==> config.mk <==
export PLATFORM = sky130hd
export DESIGN_NAME = ifetch_queue_flat
export DESIGN_NICKNAME = d
export VERILOG_FILES = /design/src/rtl/ifetch_pkg.sv /design/src/rtl/ifetch_queue_if.sv /design/src/rtl/ifetch_fifo.sv /design/src/rtl/ifetch_queue.sv /design/src/flat_wrapper.sv
export SDC_FILE = /design/constraint.sdc
export NUM_CORES = 1
export LEC_CHECK = 0
export CAP_MARGIN = 20
export CORE_MARGIN = 5
export CORE_UTILIZATION = 48
export CTS_CLUSTER_SIZE = 16
export DETAILED_ROUTE_END_ITERATION = 8
export GPL_ROUTABILITY_DRIVEN = 0
export PLACE_DENSITY_LB_ADDON = 0.1
export SLEW_MARGIN = 10
export SYNTH_ARGS = -nofsm -noshare
export SYNTH_HDL_FRONTEND = slang
export SYNTH_HIERARCHICAL = 1
export SYNTH_SLANG_ARGS = --single-unit
export TNS_END_PERCENT = 10
==> constraint.sdc <==
create_clock -name clk -period 14 [get_ports clk]
set_clock_uncertainty 0.15 [all_clocks]
set_input_delay 2.8 -clock clk [delete_from_list [all_inputs] [get_ports clk]]
set_output_delay 2.8 -clock clk [all_outputs]
set_load 0.01 [all_outputs]
==> src/rtl/ifetch_pkg.sv <==
// Shared widths, FSM encoding and queue entry layout for the instruction prefetch queue.
// No logic of its own; constants and types only.
// Not applicable: no handshake lives here.
package ifetch_pkg;

  localparam int VAW   = 18;
  localparam int WORDW = 36;

  // Fetch sequencer states
  localparam logic [1:0] ST_IDLE    = 2'd0;  // not requesting; waiting for room, halt release or start
  localparam logic [1:0] ST_FETCH   = 2'd1;  // request outstanding at pc
  localparam logic [1:0] ST_DISCARD = 2'd2;  // abandoned request still pending; its data is dropped
  localparam logic [1:0] ST_STOP    = 2'd3;  // non-existent memory hit; parked until start

  // One buffered instruction: word, the address it came from, and a fault marker
  typedef struct packed {
    logic [WORDW-1:0] word;
    logic [VAW-1:0]   addr;
    logic             fault;
  } entry_t;

  // Sequential PC advance, modulo 2^VAW
  function automatic logic [VAW-1:0] pc_next(input logic [VAW-1:0] pc);
    return pc + VAW'(1);
  endfunction

endpackage

==> src/rtl/ifetch_queue_if.sv <==
// Bundles the start/halt control, memory read handshake and IR-side head bus.
// Pure wiring; no latency.
// mem_req holds until mem_ack; the IR side pops with a one-cycle ir_load pulse.
interface ifetch_queue_if;
  import ifetch_pkg::*;

  logic             start;
  logic [VAW-1:0]   start_addr;
  logic             halt;

  logic             mem_req;
  logic [VAW-1:0]   mem_addr;
  logic             mem_ack;
  logic [WORDW-1:0] mem_data;
  logic             mem_nxm;

  logic [WORDW-1:0] dbus;
  logic [VAW-1:0]   ipc;
  logic             ivalid;
  logic             ifault;
  logic             ir_load;

  // The prefetch queue itself
  modport master (
    input  start, start_addr, halt,
    output mem_req, mem_addr,
    input  mem_ack, mem_data, mem_nxm,
    output dbus, ipc, ivalid, ifault,
    input  ir_load
  );

  // Sequencer, memory and IR latch side
  modport slave (
    output start, start_addr, halt,
    input  mem_req, mem_addr,
    output mem_ack, mem_data, mem_nxm,
    input  dbus, ipc, ivalid, ifault,
    output ir_load
  );

endinterface

==> src/rtl/ifetch_fifo.sv <==
// DEPTH-entry synchronous FIFO of fetched instruction entries with registered storage.
// Write on one edge, visible at head the following cycle.
// Push while full is dropped, pop while empty is ignored; flush beats both.
module ifetch_fifo
  import ifetch_pkg::*;
#(
  parameter int DEPTH = 2
) (
  input  logic                   clk,
  input  logic                   rst,
  input  logic                   flush,
  input  logic                   push,
  input  entry_t                 din,
  input  logic                   pop,
  output entry_t                 head,
  output logic [$clog2(DEPTH):0] count,
  output logic                   empty,
  output logic                   full
);

  localparam int AW = $clog2(DEPTH);
  localparam int CW = AW + 1;
  localparam logic [CW-1:0] DEPTH_C = CW'(DEPTH);

  entry_t          mem [DEPTH];
  logic [AW-1:0]   wr_ptr;
  logic [AW-1:0]   rd_ptr;
  logic [CW-1:0]   cnt;
  logic            do_push;
  logic            do_pop;

  assign empty   = (cnt == '0);
  assign full    = (cnt == DEPTH_C);
  assign do_pop  = pop && !flush && !empty;
  assign do_push = push && !flush && (!full || do_pop);
  assign head    = mem[rd_ptr];
  assign count   = cnt;

  // Pointer and occupancy bookkeeping; DEPTH is a power of two so pointers wrap naturally
  always_ff @(posedge clk) begin
    if (rst || flush) begin
      wr_ptr <= '0;
      rd_ptr <= '0;
      cnt    <= '0;
    end else begin
      if (do_push) wr_ptr <= wr_ptr + AW'(1);
      if (do_pop)  rd_ptr <= rd_ptr + AW'(1);
      if (do_push && !do_pop)      cnt <= cnt + CW'(1);
      else if (!do_push && do_pop) cnt <= cnt - CW'(1);
    end
  end

  // Entry storage; contents are only observed through a non-empty head
  always_ff @(posedge clk) begin
    if (do_push) mem[wr_ptr] <= din;
  end

endmodule

==> src/rtl/ifetch_queue.sv <==
// Instruction prefetch queue: sequential fetch at pc into a small FIFO feeding the IR latch.
// Ack edge to ivalid is one cycle; back-to-back requests issue with no gap while room remains.
// Stops requesting when the queue would fill or halt is high; resumes as soon as room frees.
module ifetch_queue
  import ifetch_pkg::*;
#(
  parameter int DEPTH = 2
) (
  input  logic            clk,
  input  logic            rst,
  ifetch_queue_if.master  io
);

  localparam int CW = $clog2(DEPTH) + 1;
  localparam logic [CW-1:0] DEPTH_C = CW'(DEPTH);

  logic [1:0]      state;
  logic [VAW-1:0]  pc;
  logic [VAW-1:0]  disc_addr;   // address of an abandoned request still on the bus
  logic            armed;       // a start has been seen since reset

  logic            req_on;
  logic [VAW-1:0]  addr_out;
  logic            push;
  logic            pop;
  entry_t          push_entry;
  entry_t          head;
  logic [CW-1:0]   count;
  logic [CW-1:0]   cnt_after;
  logic            empty;
  logic            full;

  // Request outputs come straight from state so they are stable until the ack edge
  always_comb begin
    req_on   = 1'b0;
    addr_out = '0;
    case (state)
      ST_FETCH: begin
        req_on   = 1'b1;
        addr_out = pc;
      end
      ST_DISCARD: begin
        req_on   = 1'b1;
        addr_out = disc_addr;
      end
      default: ;
    endcase
  end

  // start flushes the queue, so it suppresses both the push of a same-cycle ack and any pop
  always_comb begin
    push       = (state == ST_FETCH) && io.mem_ack && !io.start;
    pop        = io.ir_load && !empty && !io.start;
    push_entry = io.mem_nxm ? '{word: '0, addr: pc, fault: 1'b1}
                            : '{word: io.mem_data, addr: pc, fault: 1'b0};
    cnt_after  = count;
    if (push && !pop)      cnt_after = count + CW'(1);
    else if (!push && pop) cnt_after = count - CW'(1);
  end

  // Fetch sequencer: issue, retire, discard and stop handling
  always_ff @(posedge clk) begin
    if (rst) begin
      state     <= ST_IDLE;
      pc        <= '0;
      disc_addr <= '0;
      armed     <= 1'b0;
    end else if (io.start) begin
      pc        <= io.start_addr;
      armed     <= 1'b1;
      disc_addr <= addr_out;
      if (req_on && !io.mem_ack) state <= ST_DISCARD;
      else                       state <= io.halt ? ST_IDLE : ST_FETCH;
    end else begin
      case (state)
        ST_IDLE: begin
          if (armed && !io.halt && !full) state <= ST_FETCH;
        end
        ST_FETCH: begin
          if (io.mem_ack) begin
            if (io.mem_nxm) begin
              state <= ST_STOP;
            end else begin
              pc    <= pc_next(pc);
              state <= (cnt_after < DEPTH_C && !io.halt) ? ST_FETCH : ST_IDLE;
            end
          end
        end
        ST_DISCARD: begin
          if (io.mem_ack) state <= io.halt ? ST_IDLE : ST_FETCH;
        end
        ST_STOP: ;
        default: state <= ST_IDLE;
      endcase
    end
  end

  ifetch_fifo #(.DEPTH(DEPTH)) u_fifo (
    .clk   (clk),
    .rst   (rst),
    .flush (io.start),
    .push  (push),
    .din   (push_entry),
    .pop   (pop),
    .head  (head),
    .count (count),
    .empty (empty),
    .full  (full)
  );

  assign io.mem_req  = req_on;
  assign io.mem_addr = addr_out;
  assign io.ivalid   = !empty;
  assign io.dbus     = empty ? '0 : head.word;
  assign io.ipc      = empty ? '0 : head.addr;
  assign io.ifault   = !empty && head.fault;

endmodule
==> src/flat_wrapper.sv <==
// flat-port wrapper written by rule: the top's interface ports become plain ports
module ifetch_queue_flat import ifetch_pkg::*;
#(
  parameter int DEPTH = 2
)
  (clk, rst, io_start, io_start_addr, io_halt, io_mem_req, io_mem_addr, io_mem_ack, io_mem_data, io_mem_nxm, io_dbus, io_ipc, io_ivalid, io_ifault, io_ir_load);
  ifetch_queue_if io_i ();
  input  logic clk;
  input  logic rst;
  input wire logic [$bits(io_i.start)-1:0] io_start;
  input wire logic [$bits(io_i.start_addr)-1:0] io_start_addr;
  input wire logic [$bits(io_i.halt)-1:0] io_halt;
  output wire logic [$bits(io_i.mem_req)-1:0] io_mem_req;
  output wire logic [$bits(io_i.mem_addr)-1:0] io_mem_addr;
  input wire logic [$bits(io_i.mem_ack)-1:0] io_mem_ack;
  input wire logic [$bits(io_i.mem_data)-1:0] io_mem_data;
  input wire logic [$bits(io_i.mem_nxm)-1:0] io_mem_nxm;
  output wire logic [$bits(io_i.dbus)-1:0] io_dbus;
  output wire logic [$bits(io_i.ipc)-1:0] io_ipc;
  output wire logic [$bits(io_i.ivalid)-1:0] io_ivalid;
  output wire logic [$bits(io_i.ifault)-1:0] io_ifault;
  input wire logic [$bits(io_i.ir_load)-1:0] io_ir_load;
  assign io_i.start = io_start;
  assign io_i.start_addr = io_start_addr;
  assign io_i.halt = io_halt;
  assign io_mem_req = io_i.mem_req;
  assign io_mem_addr = io_i.mem_addr;
  assign io_i.mem_ack = io_mem_ack;
  assign io_i.mem_data = io_mem_data;
  assign io_i.mem_nxm = io_mem_nxm;
  assign io_dbus = io_i.dbus;
  assign io_ipc = io_i.ipc;
  assign io_ivalid = io_i.ivalid;
  assign io_ifault = io_i.ifault;
  assign io_i.ir_load = io_ir_load;
  ifetch_queue #(.DEPTH(DEPTH)) u_core (.clk(clk), .rst(rst), .io(io_i));
endmodule
==> results of run 1 <==
[layout make-up]
| class | count | area, um^2 |
|---|---|---|
| fillers | 1124 | 5340 |
| flip-flops and latches | 154 | 4190 |
| multi-input cells | 364 | 2660 |
| repair buffers | 142 | 1400 |
| clock buffers | 24 | 492 |
| well taps | 184 | 230 |
| clock inverters | 8 | 92.6 |
| inverters | 8 | 30.0 |
[metal layers]
layer  global-route usage [%]  part of all wire, %  vias to the layer above
li1                         -                    -                     2283
met2                     29.9                   49                      138
met4                     5.44                  1.2                        0
met5                        0                    0                        -
met1                     23.2                   43                     2289
met3                     4.35                  6.3                       18
[placed cells by master (no fill, tap or decap), types with 2 or more instances in the layout]
cell	count
sky130_fd_sc_hd__and3_1	3
sky130_fd_sc_hd__a21oi_1	3
sky130_fd_sc_hd__xor2_1	7
sky130_fd_sc_hd__o31ai_1	3
sky130_fd_sc_hd__or4_1	7
sky130_fd_sc_hd__nand2_1	9
sky130_fd_sc_hd__o21ai_0	6
sky130_fd_sc_hd__a22oi_1	18
sky130_fd_sc_hd__or3_1	6
sky130_fd_sc_hd__nand2b_1	3
sky130_fd_sc_hd__clkbuf_16	17
sky130_fd_sc_hd__dfxtp_1	43
sky130_fd_sc_hd__mux2i_1	21
sky130_fd_sc_hd__a311oi_1	8
sky130_fd_sc_hd__xnor2_1	5
sky130_fd_sc_hd__nand4_1	4
sky130_fd_sc_hd__clkdlybuf4s50_1	134
sky130_fd_sc_hd__mux2_2	55
sky130_fd_sc_hd__clkinv_2	5
sky130_fd_sc_hd__nor3_1	6
sky130_fd_sc_hd__or2_2	2
sky130_fd_sc_hd__nand3_1	8
sky130_fd_sc_hd__nor2b_1	110
sky130_fd_sc_hd__inv_1	8
sky130_fd_sc_hd__buf_4	7
sky130_fd_sc_hd__bufinv_16	2
sky130_fd_sc_hd__edfxtp_1	110
sky130_fd_sc_hd__clkbuf_1	3
sky130_fd_sc_hd__a211oi_1	11
sky130_fd_sc_hd__clkbuf_8	4
sky130_fd_sc_hd__nor2_1	44
sky130_fd_sc_hd__ha_1	5
[cells by family (layout without fill, tap and decap cells)]
group	after synthesis	count (layout)	synth area share [%]
AOI/OAI and AO/OA	57	57	5.98
xor gates and xnor gates	12	12	1.50
adders and majority gates	5	5	0.893
buffers and inverters	43	182	2.62
DFF	154	154	59.7
muxes	76	76	11.8
and+or+nand+nor	214	214	17.5
[per-stage QoR]
step	instance area (um^2)	hold slack, ns
2_1_floorplan	7010	0.277
3_3_place_gp	8500	0.296
3_5_place_dp	8500	0.318
4_1_cts	9080	0.333
5_1_grt	9080	0.378
6_report	9080	0.323
[flip-flops by register name, indices dropped and copies added (netlist names), named ones only]
signal and cells:
u_core/disc_addr 18, u_core/armed 1, u_core/u_fifo/count 2, u_core/u_fifo/rd_ptr 1
u_core/state 2, u_core/u_fifo/mem 110, u_core/u_fifo/wr_ptr 1, u_core/pc 18
[report_power, final]
group / internal (mW) / switching (mW) / leakage [nW] / total [mW]
sequential: 0.497 / 0.00975 / 1.37 / 0.507
combinational: 0.0418 / 0.0377 / 1.37 / 0.0795
clock: 0.280 / 0.165 / 0.290 / 0.445
total: 0.818 / 0.213 / 3.03 / 1.03
[worst paths after layout]
kind,start,end,slack [ns],depth (start not counted)
setup / recovery,u_core/state[1],io_mem_addr[12],8.37,5
hold / removal,u_core/armed,u_core/armed,0.32,2
setup reg to reg,u_core/state[1],u_core/pc[15],10.77,6
hold reg to reg,u_core/armed,u_core/armed,0.32,2
[critical path, cell delays in order (launching register included)]
cell	delay, ns
sky130_fd_sc_hd__dfxtp_1	0.31
sky130_fd_sc_hd__inv_1	0.10
sky130_fd_sc_hd__ha_1	0.83
sky130_fd_sc_hd__a22oi_1	0.21
sky130_fd_sc_hd__nor2b_1	0.23
sky130_fd_sc_hd__clkdlybuf4s50_1	0.57
==> flow_summary.ini, run 1 <==
[logic_synthesis]
sequential_share_of_the_synthesized_area_pct = 59.7
synth_top_flop_cell = sky130_fd_sc_hd__edfxtp_1
netlist_top_cells_count = sky130_fd_sc_hd__nor2b_1, sky130_fd_sc_hd__edfxtp_1, sky130_fd_sc_hd__mux2_2
syn-cell-area_um2 = 7010
ys_seq_elements = 154
synth-edff-count = 110
synth_cells = 561
synth_unique_cells = 46
syn-num-nets = 627
netlist_top_cells_area = sky130_fd_sc_hd__edfxtp_1, sky130_fd_sc_hd__dfxtp_1, sky130_fd_sc_hd__nor2b_1, sky130_fd_sc_hd__mux2_2, sky130_fd_sc_hd__mux2i_1
netlist.top_cell.by_area = sky130_fd_sc_hd__edfxtp_1
async_flop_share_pct = 0
synthDominantCellAreaShare_pct = 47.1
synth_most_common_cell = sky130_fd_sc_hd__nor2b_1
syn_avg_cell_area_um2 = 12.5
total_number_of_yosys_warnings = 6

[die]
io-pin-count = 136
die_area_um2 = 17100
core_area_um2 = 14400
initial_utilization_pct = 48.6
die_h_um = 131
rows = 44
die-width_um = 131

[sta]
fmaxAchievable_mhz = 178
grt_setup_unrepaired = no
finalMaxSlewViolations = 0
finalSetupViolations = 0
timing.final.crit_period_ns = 5.63
fin_ws_ns = 8.37
slew-limit-headroom_pct = 33.7
timing_worst_slew_pin_value_ns = 0.995
hold_violations = 0
fin_crit_sh_pct = 40.2
fin_setup_tns_ns = 0

[cts]
tritoncts = yes
postCtsHoldBufs = 0
clk-insertion-delay-late_ns = 0.41
postCtsSetupRepairBufs = 0
htree_levels = 4
cts_buffer_depth = 2
cts_clock_pin_slew_for_the_worst_setup_and_hold_paths_ns = 0.05
total_cts_buffers = 17
ctsRootBufferMaster = sky130_fd_sc_hd__clkbuf_16
cts.repair.resized = 0
cts.sink_count = 154

[power]
leakagePower_nw = 3.03
irDropWorstVdd_v = 0.0000856
design_power_total_mw = 1.03
power-per-cell-area_nw_per_um2 = 114

[grt]
antenna_violations_before_repair = 0
grt_pass1_vias = 4749
grt_overflow = 0
first_pass_grt_wire_length_um = 23800
maximum_number_of_pins_on_one_net_before_global_route_repair = 57
grt_usage_pct = 17.9

[status]
status = finished clean

[cells_and_area]
layout-drive-gt1-share_pct = 14.9
synthToLayoutAreaGrowth_pct = 29.6
finalNetCount = 753
total_inserted_antenna_cells = 0
post_layout_nonfiller_instances = 884
final_core_util_pct = 63.0

[routing]
detail_route.drc_violations = 0
final_antenna_net_count = 0
vias = 4728
wl_per_cell_um = 16.8
totalWireLength_um = 14900
viasPerCell = 5.35
detailedRoute.firstIterationViolations = 299
detail_route.first_pass.iterations = 5

[placement]
hpwlAfterDp_um = 9690
portBuffers = 135
dpl_worst_slack_ns = 8.29
placed_cells = 852

[critical_path]
critPathKind = reg -> out
critPathMaxFanout = 28
worst_setup_path_end_kind = primary output
start_kind = flip-flop
arrival_ns = 2.68
required_ns = 11.05

[job]
cap_viol_max_count = 0

[hold_path]
hold_path.class = reg -> reg
Power figures use the tool's default switching activity.
==> inputs of run 2 (changes only) <==
==> constraint.sdc (replaced) <==
create_clock -name clk -period 5.6 [get_ports clk]
set_clock_uncertainty 0.15 [all_clocks]
set_input_delay 1.12 -clock clk [delete_from_list [all_inputs] [get_ports clk]]
set_output_delay 1.12 -clock clk [all_outputs]
set_load 0.01 [all_outputs]
==> run 2 against run 1 <==
Effect of this change: first-iteration DRC count rose by 3.7%; hold slack got worse by 0.011 ns; highest routed layer unchanged; global-route usage rose by 0.094 points; critical endpoint is now io_ipc[7]; flip-flop and latch count did not move; final cell count rose by 0.11%; core utilization barely moved.
==> flow_summary.ini, run 2 (synthesis gave the netlist of run 1 again) <==
[die]
core_area_um2 = 14400
io-pin-count = 136
die_area_um2 = 17100
die_h_um = 131
die-width_um = 131
initial_utilization_pct = 48.6
rows = 44

[grt]
grt_pass1_vias = 4738
antenna_violations_before_repair = 0
grt_usage_pct = 18.0
maximum_number_of_pins_on_one_net_before_global_route_repair = 45
first_pass_grt_wire_length_um = 23900
grt_overflow = 0

[cts]
cts_buffer_depth = 2
ctsRootBufferMaster = sky130_fd_sc_hd__clkbuf_16
tritoncts = yes
postCtsSetupRepairBufs = 0
cts_clock_pin_slew_for_the_worst_setup_and_hold_paths_ns = 0.05
cts.sink_count = 154
total_cts_buffers = 17
clk-insertion-delay-late_ns = 0.41
postCtsHoldBufs = 0
htree_levels = 4
cts.repair.resized = 0

[sta]
timing_worst_slew_pin_value_ns = 1.01
timing.final.crit_period_ns = 4.02
finalSetupViolations = 0
fin_setup_tns_ns = 0
fmaxAchievable_mhz = 249
grt_setup_unrepaired = no
hold_violations = 0
finalMaxSlewViolations = 0
fin_crit_sh_pct = 71.8
slew-limit-headroom_pct = 32.7
hold_ws_ns = 0.312

[critical_path]
required_ns = 4.33
start_kind = flip-flop
critPathTopFamily = flip-flops
critPathKind = reg -> out
critical_path.reg2reg.endpoint = u_core/u_fifo/mem[1][2]
timing.critical_path.slowest_stage_cell = sky130_fd_sc_hd__dfxtp_2
critPathMaxFanout = 40
worstPathCellList = buf_4 > mux2_2 > nor2b_1 > clkdlybuf4s50_1
timing.rr.start = u_core/state[1]
worst_setup_path_end_kind = primary output
worstPathBufferInverterCount = 2
worst_r2r_path_cells = 7
cp_slowest_stage_delay_ns = 0.95
timing.reg2reg.setup_slack_ns = 2.27
arrival_ns = 2.75
critical_path_cell_count = 4

[routing]
viasPerCell = 5.30
detail_route.drc_violations = 0
detailedRoute.firstIterationViolations = 310
final_antenna_net_count = 0
wl_per_cell_um = 16.9
totalWireLength_um = 15000
detail_route.first_pass.iterations = 6
vias = 4689

[placement]
portBuffers = 135
hpwlAfterDp_um = 10200

[cells_and_area]
largest_register_ff_count = 110
layout-drive-gt1-share_pct = 14.8
top_regs = u_core/u_fifo/mem x110, u_core/disc_addr x18, u_core/pc x18
finalNetCount = 754
total_inserted_antenna_cells = 0
fillerInstances = 1143
final_cell_mix = sky130_fd_sc_hd__clkdlybuf4s50_1, sky130_fd_sc_hd__nor2b_1, sky130_fd_sc_hd__edfxtp_1, sky130_fd_sc_hd__mux2_2, sky130_fd_sc_hd__nor2_1
synthToLayoutAreaGrowth_pct = 29.7
largest-register = u_core/u_fifo/mem
layout.cells.most_common = sky130_fd_sc_hd__clkdlybuf4s50_1

[job]
cap_viol_max_count = 0

[hold_path]
worst_hold_startpoint = u_core/armed
hold_path.class = reg -> reg
hold_end = u_core/armed
hold-path-cell-count = 2

[power]
leakagePower_nw = 3.03
power-per-cell-area_nw_per_um2 = 281
irDropWorstVdd_v = 0.000211

[status]
status = finished clean
==> run 2: cell types whose count changed in the layout (fill, tap and decap cells not counted), sizes merged <==
cell,change
clkinvlp,-1
clkinv,+2
buf,+1
clkbuf,-1
==> run 2: through the flow <==
step                total power [mW]  setup slack, ns  area [um^2]  util, %  std cells
CTS                             2.58             1.52         9090     63.0        885
detailed placement              1.49             1.77         8520     59.1        853
global route                    2.66             1.44         9090     63.0        885
finish                          2.55             1.58         9090     63.0        885
floorplan                       1.39            0.137         7010        -        561
global placement                1.48             1.87         8520     59.1        853
==> run 2: layout make-up <==
cell class / count / area, um^2 / area share [%]
multi-input cells: 364 / 2660 / 29.2
clock inverters: 9 / 98.8 / 1.09
well taps: 184 / 230 / 2.53
flip-flops and latches: 154 / 4190 / 46.1
inverters: 8 / 30.0 / 0.330
clock buffers: 23 / 468 / 5.15
repair buffers: 143 / 1420 / 15.6
==> run 2: where the power goes <==
| group | internal [mW] | leakage (nW) | switching, mW | total [mW] |
|---|---|---|---|---|
| registers | 1.24 | 1.37 | 0.0245 | 1.27 |
| clock network | 0.675 | 0.284 | 0.414 | 1.09 |
| logic | 0.105 | 1.38 | 0.0938 | 0.199 |
| total | 2.02 | 3.03 | 0.532 | 2.55 |
==> run 2: metal layers <==
layer / vias to the layer above / track usage [%] / part of all wire [%]
met5: - / 0 / 0
met1: 2253 / 23.7 / 45
met4: 0 / 7.02 / 1.6
met2: 127 / 29.0 / 48
li1: 2290 / - / -
met3: 19 / 4.23 / 5.8
==> run 2: how the worst max path moves through the flow <==
stage	start	endpoint	slack, ns
finish	flip-flop	io_ipc[7]	1.58
floorplan	io_start	u_core/u_fifo/mem[0][0]	0.14
detailed placement	io_start	u_core/u_fifo/mem[1][6]	1.77
global placement	io_start	u_core/u_fifo/mem[0][26]	1.87
global route	flip-flop	io_dbus[33]	1.44
CTS	flip-flop	io_ipc[2]	1.52
==> run 2: worst min-delay path: cells and delay by family (launching register included) <==
kind / cells / cell delay, ns
flip-flops: 1 / 0.32
AND/OR/NAND/NOR: 2 / 0.11
